File: src/rtl/mem_cmd_master.sv
// Command initiator for the TCAM/SRAM routing memory: expands host requests into
// registered Mem mode-bus beat sequences and returns read data in order.
module mem_cmd_master #(
  parameter int AddressSize = 4,
  parameter int Bits        = 8,
  parameter int ID_Width    = 4,
  parameter int LEN_W       = 4,
  parameter int RD_LAT      = 1
) (
  input  logic                   clk,
  input  logic                   rst_n,
  input  logic                   req_valid,
  output logic                   req_ready,
  input  logic [1:0]             req_op,
  input  logic [Bits-1:0]        req_data,
  input  logic [Bits-1:0]        req_mskb,
  input  logic [AddressSize-1:0] req_addr,
  input  logic                   req_dcs,
  input  logic                   req_vbe,
  input  logic                   req_vbi,
  input  logic                   req_inc,
  input  logic [LEN_W-1:0]       req_len,
  output logic [2:0]             MODE,
  output logic [Bits-1:0]        Data_Out,
  output logic [Bits-1:0]        Mskb_Out,
  output logic [AddressSize-1:0] A_Out,
  output logic                   Dcs_Out,
  output logic                   Vbe_Out,
  output logic                   Vbi_Out,
  output logic [ID_Width-1:0]    PacketID_Out,
  input  logic [Bits-1:0]        mem_rdata,
  output logic                   rsp_valid,
  output logic [AddressSize-1:0] rsp_addr,
  output logic [Bits-1:0]        rsp_data,
  output logic                   busy
);

  typedef enum logic [1:0] {IDLE, ISSUE, RSTH, GAP} state_t;
  typedef enum logic [1:0] {OP_WR = 2'd0, OP_RD = 2'd1, OP_RST = 2'd2, OP_FIRE = 2'd3} op_t;
  typedef enum logic [2:0] {
    M_I = 3'b000, M_W = 3'b001, M_R = 3'b010, M_F = 3'b011, M_RST = 3'b101
  } mode_t;

  state_t                   state;
  op_t                      op_q;
  logic [Bits-1:0]          data_q, mskb_q;
  logic [AddressSize-1:0]   addr_q;
  logic                     dcs_q, vbe_q, vbi_q, inc_q;
  logic [LEN_W-1:0]         len_q, k_q;
  logic                     rst_cnt;

  logic [RD_LAT-1:0]                  rd_vld;
  logic [RD_LAT-1:0][AddressSize-1:0] rd_adr;

  op_t                    b_op;
  logic [Bits-1:0]        b_data, b_mskb;
  logic [AddressSize-1:0] b_addr;
  logic                   b_dcs, b_vbe, b_vbi, b_inc;
  logic [LEN_W-1:0]       b_k;
  logic [ID_Width-1:0]    b_kid;

  mode_t                  n_mode;
  logic [Bits-1:0]        n_data, n_mskb;
  logic [AddressSize-1:0] n_a;
  logic                   n_dcs, n_vbe, n_vbi;
  logic [ID_Width-1:0]    n_pid;

  logic accept, last, drive, to_gap, rd_push, outstanding;

  assign req_ready = (state == IDLE);
  assign busy      = (state != IDLE);

  // Beat source: live request fields for beat 0 at acceptance, latched fields after.
  always_comb begin
    accept = (state == IDLE) && req_valid;
    last   = (k_q == len_q);
    if (state == IDLE) begin
      b_op   = op_t'(req_op);
      b_data = req_data;
      b_mskb = req_mskb;
      b_addr = req_addr;
      b_dcs  = req_dcs;
      b_vbe  = req_vbe;
      b_vbi  = req_vbi;
      b_inc  = req_inc;
      b_k    = '0;
    end else begin
      b_op   = op_q;
      b_data = data_q;
      b_mskb = mskb_q;
      b_addr = addr_q;
      b_dcs  = dcs_q;
      b_vbe  = vbe_q;
      b_vbi  = vbi_q;
      b_inc  = inc_q;
      b_k    = k_q + LEN_W'(1);
    end
    b_kid = ID_Width'(b_k);

    n_mode = M_I;
    n_data = '0;
    n_mskb = '0;
    n_a    = '0;
    n_dcs  = 1'b0;
    n_vbe  = 1'b0;
    n_vbi  = 1'b0;
    n_pid  = '0;
    case (b_op)
      OP_WR: begin
        n_mode = M_W;
        n_a    = b_addr + AddressSize'(b_k);
        n_mskb = b_mskb;
        n_dcs  = b_dcs;
        n_vbe  = b_vbe;
        n_vbi  = b_vbi;
        n_data = b_data;
        if (b_inc) begin
          // Upper and lower ID fields advance independently; no carry between them.
          n_data[ID_Width-1:0]    = b_data[ID_Width-1:0] + b_kid;
          n_data[Bits-1 -: ID_Width] = b_data[Bits-1 -: ID_Width] + b_kid;
        end
      end
      OP_RD: begin
        n_mode = M_R;
        n_a    = b_addr + AddressSize'(b_k);
        n_dcs  = b_dcs;
        n_vbe  = b_vbe;
      end
      OP_FIRE: begin
        n_mode = M_F;
        n_a    = b_addr + AddressSize'(b_k);
        n_dcs  = b_dcs;
        n_pid  = b_data[ID_Width-1:0] + b_kid;
      end
      OP_RST: begin
        n_mode = M_RST;
      end
    endcase

    drive       = accept || ((state == ISSUE) && !last);
    to_gap      = ((state == ISSUE) && last) || ((state == RSTH) && rst_cnt);
    rd_push     = drive && (b_op == OP_RD);
    outstanding = |rd_vld;
  end

  always_ff @(posedge clk) begin
    if (!rst_n) begin
      state        <= IDLE;
      op_q         <= OP_WR;
      data_q       <= '0;
      mskb_q       <= '0;
      addr_q       <= '0;
      dcs_q        <= 1'b0;
      vbe_q        <= 1'b0;
      vbi_q        <= 1'b0;
      inc_q        <= 1'b0;
      len_q        <= '0;
      k_q          <= '0;
      rst_cnt      <= 1'b0;
      MODE         <= M_I;
      Data_Out     <= '0;
      Mskb_Out     <= '0;
      A_Out        <= '0;
      Dcs_Out      <= 1'b0;
      Vbe_Out      <= 1'b0;
      Vbi_Out      <= 1'b0;
      PacketID_Out <= '0;
      rd_vld       <= '0;
      rd_adr       <= '0;
      rsp_valid    <= 1'b0;
      rsp_addr     <= '0;
      rsp_data     <= '0;
    end else begin
      // Read-latency pipe: stage 0 takes the beat registered at this edge.
      rd_vld    <= RD_LAT'({rd_vld, rd_push});
      rd_adr    <= (RD_LAT * AddressSize)'({rd_adr, n_a});
      rsp_valid <= rd_vld[RD_LAT-1];
      if (rd_vld[RD_LAT-1]) begin
        rsp_addr <= rd_adr[RD_LAT-1];
        rsp_data <= mem_rdata;
      end

      if (drive) begin
        MODE         <= n_mode;
        Data_Out     <= n_data;
        Mskb_Out     <= n_mskb;
        A_Out        <= n_a;
        Dcs_Out      <= n_dcs;
        Vbe_Out      <= n_vbe;
        Vbi_Out      <= n_vbi;
        PacketID_Out <= n_pid;
      end else if (to_gap) begin
        MODE         <= M_I;
        Data_Out     <= '0;
        Mskb_Out     <= '0;
        A_Out        <= '0;
        Vbe_Out      <= 1'b0;
        Vbi_Out      <= 1'b0;
        PacketID_Out <= '0;
      end

      case (state)
        IDLE: begin
          if (accept) begin
            op_q    <= b_op;
            data_q  <= req_data;
            mskb_q  <= req_mskb;
            addr_q  <= req_addr;
            dcs_q   <= req_dcs;
            vbe_q   <= req_vbe;
            vbi_q   <= req_vbi;
            inc_q   <= req_inc;
            len_q   <= req_len;
            k_q     <= '0;
            rst_cnt <= 1'b0;
            state   <= (b_op == OP_RST) ? RSTH : ISSUE;
          end
        end
        ISSUE: begin
          if (last) state <= GAP;
          else      k_q   <= k_q + LEN_W'(1);
        end
        RSTH: begin
          if (rst_cnt) state   <= GAP;
          else         rst_cnt <= 1'b1;
        end
        GAP: begin
          if (!outstanding) state <= IDLE;
        end
      endcase
    end
  end

endmodule

File: config.mk
export PLATFORM = sky130hd
export DESIGN_NAME = mem_cmd_master
export DESIGN_NICKNAME = d
export VERILOG_FILES = /design/src/rtl/mem_cmd_master.sv
export SDC_FILE = /design/constraint.sdc
export NUM_CORES = 1
export LEC_CHECK = 0
export BUFFER_PORTS_ARGS = -buffer_cell sky130_fd_sc_hd__buf_4
export CAP_MARGIN = 15
export CELL_PAD_IN_SITES_DETAIL_PLACEMENT = 0
export CELL_PAD_IN_SITES_GLOBAL_PLACEMENT = 1
export CORE_MARGIN = 5
export CORE_UTILIZATION = 43
export CTS_CLUSTER_DIAMETER = 100
export CTS_CLUSTER_SIZE = 16
export DETAILED_ROUTE_END_ITERATION = 10
export PLACE_DENSITY_LB_ADDON = 0.25
export SYNTH_ARGS = -nofsm -noshare
export SYNTH_HDL_FRONTEND = slang
export SYNTH_SLANG_ARGS = --single-unit
File: constraint.sdc
create_clock -name clk -period 4.82 [get_ports clk]
set_input_delay 0.241 -clock clk [delete_from_list [all_inputs] [get_ports clk]]
set_output_delay 0.241 -clock clk [all_outputs]
set_load 0.02 [all_outputs]
# ---- Yosys cells after proc, flatten, opt, wreduce, memory -nomap -nowiden
# Cells that the tools add are included.
dict set report word_totals {
  reg_bits 85
  latchBits 0
  ram_bits 0
  mem_bits_ro 0
  n_memories 0
}
dict set report op_classes {
  n_addsub 4
  mul 0
  n_div 0
  n_lt_le_gt_ge 0
  eq_ne 12
  shift 0
  muxes 40
  n_bitwise 0
  n_reduce_logical 20
}
# operator n
set ops {}
lappend ops {{$mux W8} 8}
lappend ops {{$mux W4} 9}
lappend ops {{$add A4 B4 Y4} 3}
lappend ops {{$mux W2} 6}
lappend ops {{$pmux W3 S4} 1}
lappend ops {{$mux W1} 11}
lappend ops {{$eq A2 B2 Y1 const B} 4}
lappend ops {{$ne A2 B2 Y1 const B} 4}
lappend ops {{$pmux W2 S4} 1}
lappend ops {{$pmux W4 S2} 1}
lappend ops {{$reduce_bool A2 Y1} 4}
lappend ops {{$mux W3} 2}
lappend ops {{$logic_and A1 B1 Y1} 5}
lappend ops {{$add A4 B1 Y4 const B} 1}
lappend ops {{$eq A2 B1 Y1 const B} 2}
lappend ops {{$eq A4 B4 Y1} 1}
lappend ops {{$logic_not A2 Y1} 2}
lappend ops {{$reduce_and A2 Y1} 2}
lappend ops {{$reduce_and A4 Y1} 1}
lappend ops {{$reduce_and A3 Y1} 1}
lappend ops {{$reduce_or A3 Y1} 1}
lappend ops {{$logic_or A1 B1 Y1} 2}
lappend ops {{$ne A2 B1 Y1 const B} 1}
lappend ops {{$pmux W1 S2} 1}
lappend ops {{other kinds (2)} 2}

# ---- Logic depth before layout (Yosys ltp)
dict set report depth {
  ltp_word 6
  ltp_mapped 13
  ltp_nobuf 9
}

# ---- Worst setup path after synthesis
# Ideal clock, no wire load.
dict set report synth_timing {
  kind {register to register}
  from {register state[0]}
  to {register A_Out[2]}
  setup_ns 0.117
  arrival_time_ns 2.737
  required_ns 4.703
  setup_slack_ns 1.966
  stages_incl_launch_ff 14
  n_path_buf 4
  cell_sequence {dfxtp_1 inv_1 ha_1 buf_2 buf_2 buf_2 buf_4 mux2_2 ha_1 ha_1 a21oi_1 xnor2_1 and2_1 a22o_1}
}
dict set report synth_between {
  elab_chain_cells 6
  elab_cells_between_ends 20
  cone_classes {add/sub: 1; eq/ne: 4; mux: 5; reduce/logical: 10}
}
# item line
set synth_lines {}
lappend synth_lines {{from (decl)} 44} ;# state_t state;
lappend synth_lines {{from (signal assigned)} 216} ;# state <= (b_op == OP_RST) ? RSTH : ISSUE;
lappend synth_lines {{$logic_not A2 Y1 *} n/a}
lappend synth_lines {{via req_ready} 13} ;# output logic req_ready,
lappend synth_lines {{parallel branches: the longest is 5 deep, another holds $add A4 B4 Y4} n/a}
lappend synth_lines {{to (signal assigned)} 187} ;# A_Out <= n_a;
lappend synth_lines {{to (decl)} 26} ;# output logic [AddressSize-1:0] A_Out,
# Mark *: on every way through the listed nets, which the timed path passes.
# A chain may end at the register's enable or synchronous reset.

# ---- Worst setup path after layout
dict set report layout_timing {
  from {register state[0]}
  to {register Data_Out[7]}
}
dict set report layout_between {
  elab_chain_cells 6
  elab_cells_between_ends 19
  cone_classes {add/sub: 1; eq/ne: 2; mux: 7; reduce/logical: 9}
}
# item line
set layout_lines {}
lappend layout_lines {{$logic_not A2 Y1} {75, 77}}
lappend layout_lines {{$mux W8 / $mux W4 (equally long branches)} 77} ;# if (state == IDLE) begin
lappend layout_lines {{$add A4 B4 Y4} 120} ;# n_data[Bits-1 -: ID_Width] = b_data[Bits-1 -: ID_Width] + b_kid;
lappend layout_lines {{$mux W8} 117} ;# if (b_inc) begin
lappend layout_lines {{$mux W8} 108} ;# case (b_op)
lappend layout_lines {{$mux W8} 183} ;# if (drive) begin
lappend layout_lines {{to (signal assigned)} 185} ;# Data_Out <= n_data;
lappend layout_lines {{to (decl)} 24} ;# output logic [Bits-1:0] Data_Out,
# Several ways; a longest one is shown, not always the timed one.

==> flow_summary.toml <==
[timing]
fin_skew_ps = 9.19
holdWs_ps = 119
tightest_slew_ps = 867
maxSlewHeadroom_pct = 42.1
min_period_over_period_pct = 65.5
setup_tns_ps = 0
rsz0062_at_grt = "false"
finalSetupViolCount = 0
hold_viol = 0
finalCriticalPeriod_ps = 3160
fmax_ghz = 0.317
maxSlewViolCount = 0

[synthesis]
synth_area_um2 = 3910
netlist.area_leader.share_pct = 43.5
synthFlopType = "dfxtp_1"
synth_area_per_cell_um2 = 8.92
ys_types = 52
syn_nets = 493
yosysWarnings = 0
syn_inst = 438
async_flop_share_pct = 0
ys_seq_area_share_pct = 43.5
synthTopCellsByArea = "dfxtp_1, nand2_1, mux2i_1"
synth-edff-count = 0
synth-seq-cells = 85
synth_top_cell_by_area = "dfxtp_1"

[global_routing]
grt.total_usage_pct = 17.5
grt_pass1_vias = 3278
grt_max_degree = 48
globalRouteOverflowTotal = 0
grt_pass1_wl_um = 15800
antenna_found_initial = 0

[clocking]
clock_latency_ps = 350
cts_tree = "yes"
cts-resized-gates = 0
cts_sinks = 85
clk_pin_slew_ps = 90
h-tree-depth = 3
postCtsSetupBuffers = 0
postCtsHoldBufs = 0
root_buffer = "clkbuf_8"
cts_max_path_buffers = 2
tritoncts.num_buffers = 9

[min_path]
hold_class = "input pin to flop"
min_from = "mem_rdata[6]"

[floorplanning]
row_count = 34
io_pins = 86
start_util_pct = 44.4
die_h_um = 105
dieArea_um2 = 11100
fp.dieW_um = 105
fp.coreArea_um2 = 8810

[setup_path]
cp-startpoint = "state[0]"
reg2reg_from = "state[0]"
worstPathArrival_ps = 3430
cp-end-kind = "flop"
critPathLaunchType = "flop"
crit_fanout = 38
cp.required_ps = 5090
crit_type = "flop to flop"

[pwr]
finalPower_mw = 2.58
ir_drop_uv = 212
leakagePower_nw = 2.10
power_density_nw_per_um2 = 534

[finish]
layout_common_cells = "nand2_1, buf_4, dfxtp_1"
layout_commonest_cell = "nand2_1"
finalNetCount = 567
fillers = 843
drive_above_1_share_pct = 24.2
diodes = 0
area_growth_pct = 23.5

[placement]
dp_hpwl_um = 6620
io_buffers = 85
place_congestion = 0.821

[routing]
vias = 3245
wirelength_um = 9380
dr.pass1.iters = 4
wire_per_inst_um = 15.0
drc_errors = 0
avgViaCountPerCell = 5.19
drtIter0Drc = 166
ant_nets = 0

[outcome]
status = "complete, no violations"

[job]
cap_violations = 0
layout make-up:
cell class	count	area, um^2	area share (%)
multi-input combinational	321	2060	42.6
sequential	85	1700	35.3
timing repair buffer	91	691	14.3
tap	108	135	2.80
clock buffer	9	124	2.57
clock inverter	7	103	2.13
inverter	4	15.0	0.311
Yosys cell counts, types with 2 or more instances:
library cell  instances
o211a_1               2
xnor2_1               8
nand2b_1              7
buf_4                 2
xor2_1                6
nor2b_1               3
a21oi_1              45
a32o_1                2
xnor3_4               2
buf_1                 2
buf_2                11
clkbuf_1             11
nand3_1               7
mux2_2                8
o21ai_0              22
ha_1                 14
nor2_1               23
a22o_1                7
mux2i_1              30
nor3_1                2
nand2_1              92
and2_1                6
dfxtp_1              85
and3_1                5
inv_1                 4
o21a_1                3
o31ai_1               4
flip-flops by register name, summed over array words and instances, names as in the netlist, 2 cells and up:
name / count
PacketID_Out: 4
mskb_q: 8
MODE: 3
state: 2
rd_adr: 4
k_q: 4
rsp_data: 8
Data_Out: 8
Mskb_Out: 8
addr_q: 4
len_q: 4
data_q: 8
rsp_addr: 4
A_Out: 4
op_q: 2
routing by layer:
metal	global-route usage (%)	up-vias	wire, um
met5	0	-	0
met4	6.75	0	190
met3	4.58	15	447
met2	28.5	73	4430
met1	22.2	1499	4310
li1	-	1658	-
worst paths after layout:
path	slack (ps)	endpoint	depth (start not counted)
worst min register to register	450	MODE[1]	2
worst max register to register	1660	Data_Out[7]	9
worst min-delay path	120	rsp_data[6]	3
worst max-delay path	1660	Data_Out[7]	9
per-stage QoR:
stage               instances  setup WS (ps)  instance area [um^2]  utilization (%)
floorplan                 438           1970                  3910                -
global placement          607           1760                  4580             52.0
detailed placement        607           1610                  4580             52.0
CTS                       623           1620                  4800             54.6
global route              625           1450                  4830             54.8
finish                    625           1660                  4830             54.8
where the power goes:
part           internal (mW)  switching [mW]
registers              0.839          0.0897
logic                  0.459           0.618
clock network          0.298           0.273
cells by family after synthesis:
group	Yosys count	synth area share [%]
adders and majority gates	14	4.48
xor gates and xnor gates	16	4.48
buffers and inverters	32	3.84
and+or+nand+nor	154	17.5
AOI/OAI and AO/OA	99	16.1
muxes	38	9.99
DFF	85	43.5
critical path, cell delays in order (launching register included):
cell and delay (ps):
dfxtp_1 350, inv_1 90, ha_2 700, buf_4 380
mux2_2 380, ha_1 330, o2111ai_1 140, a211oi_1 350
nor4_1 100, o31ai_1 240
No activity file was read; power rests on OpenSTA's default activity.
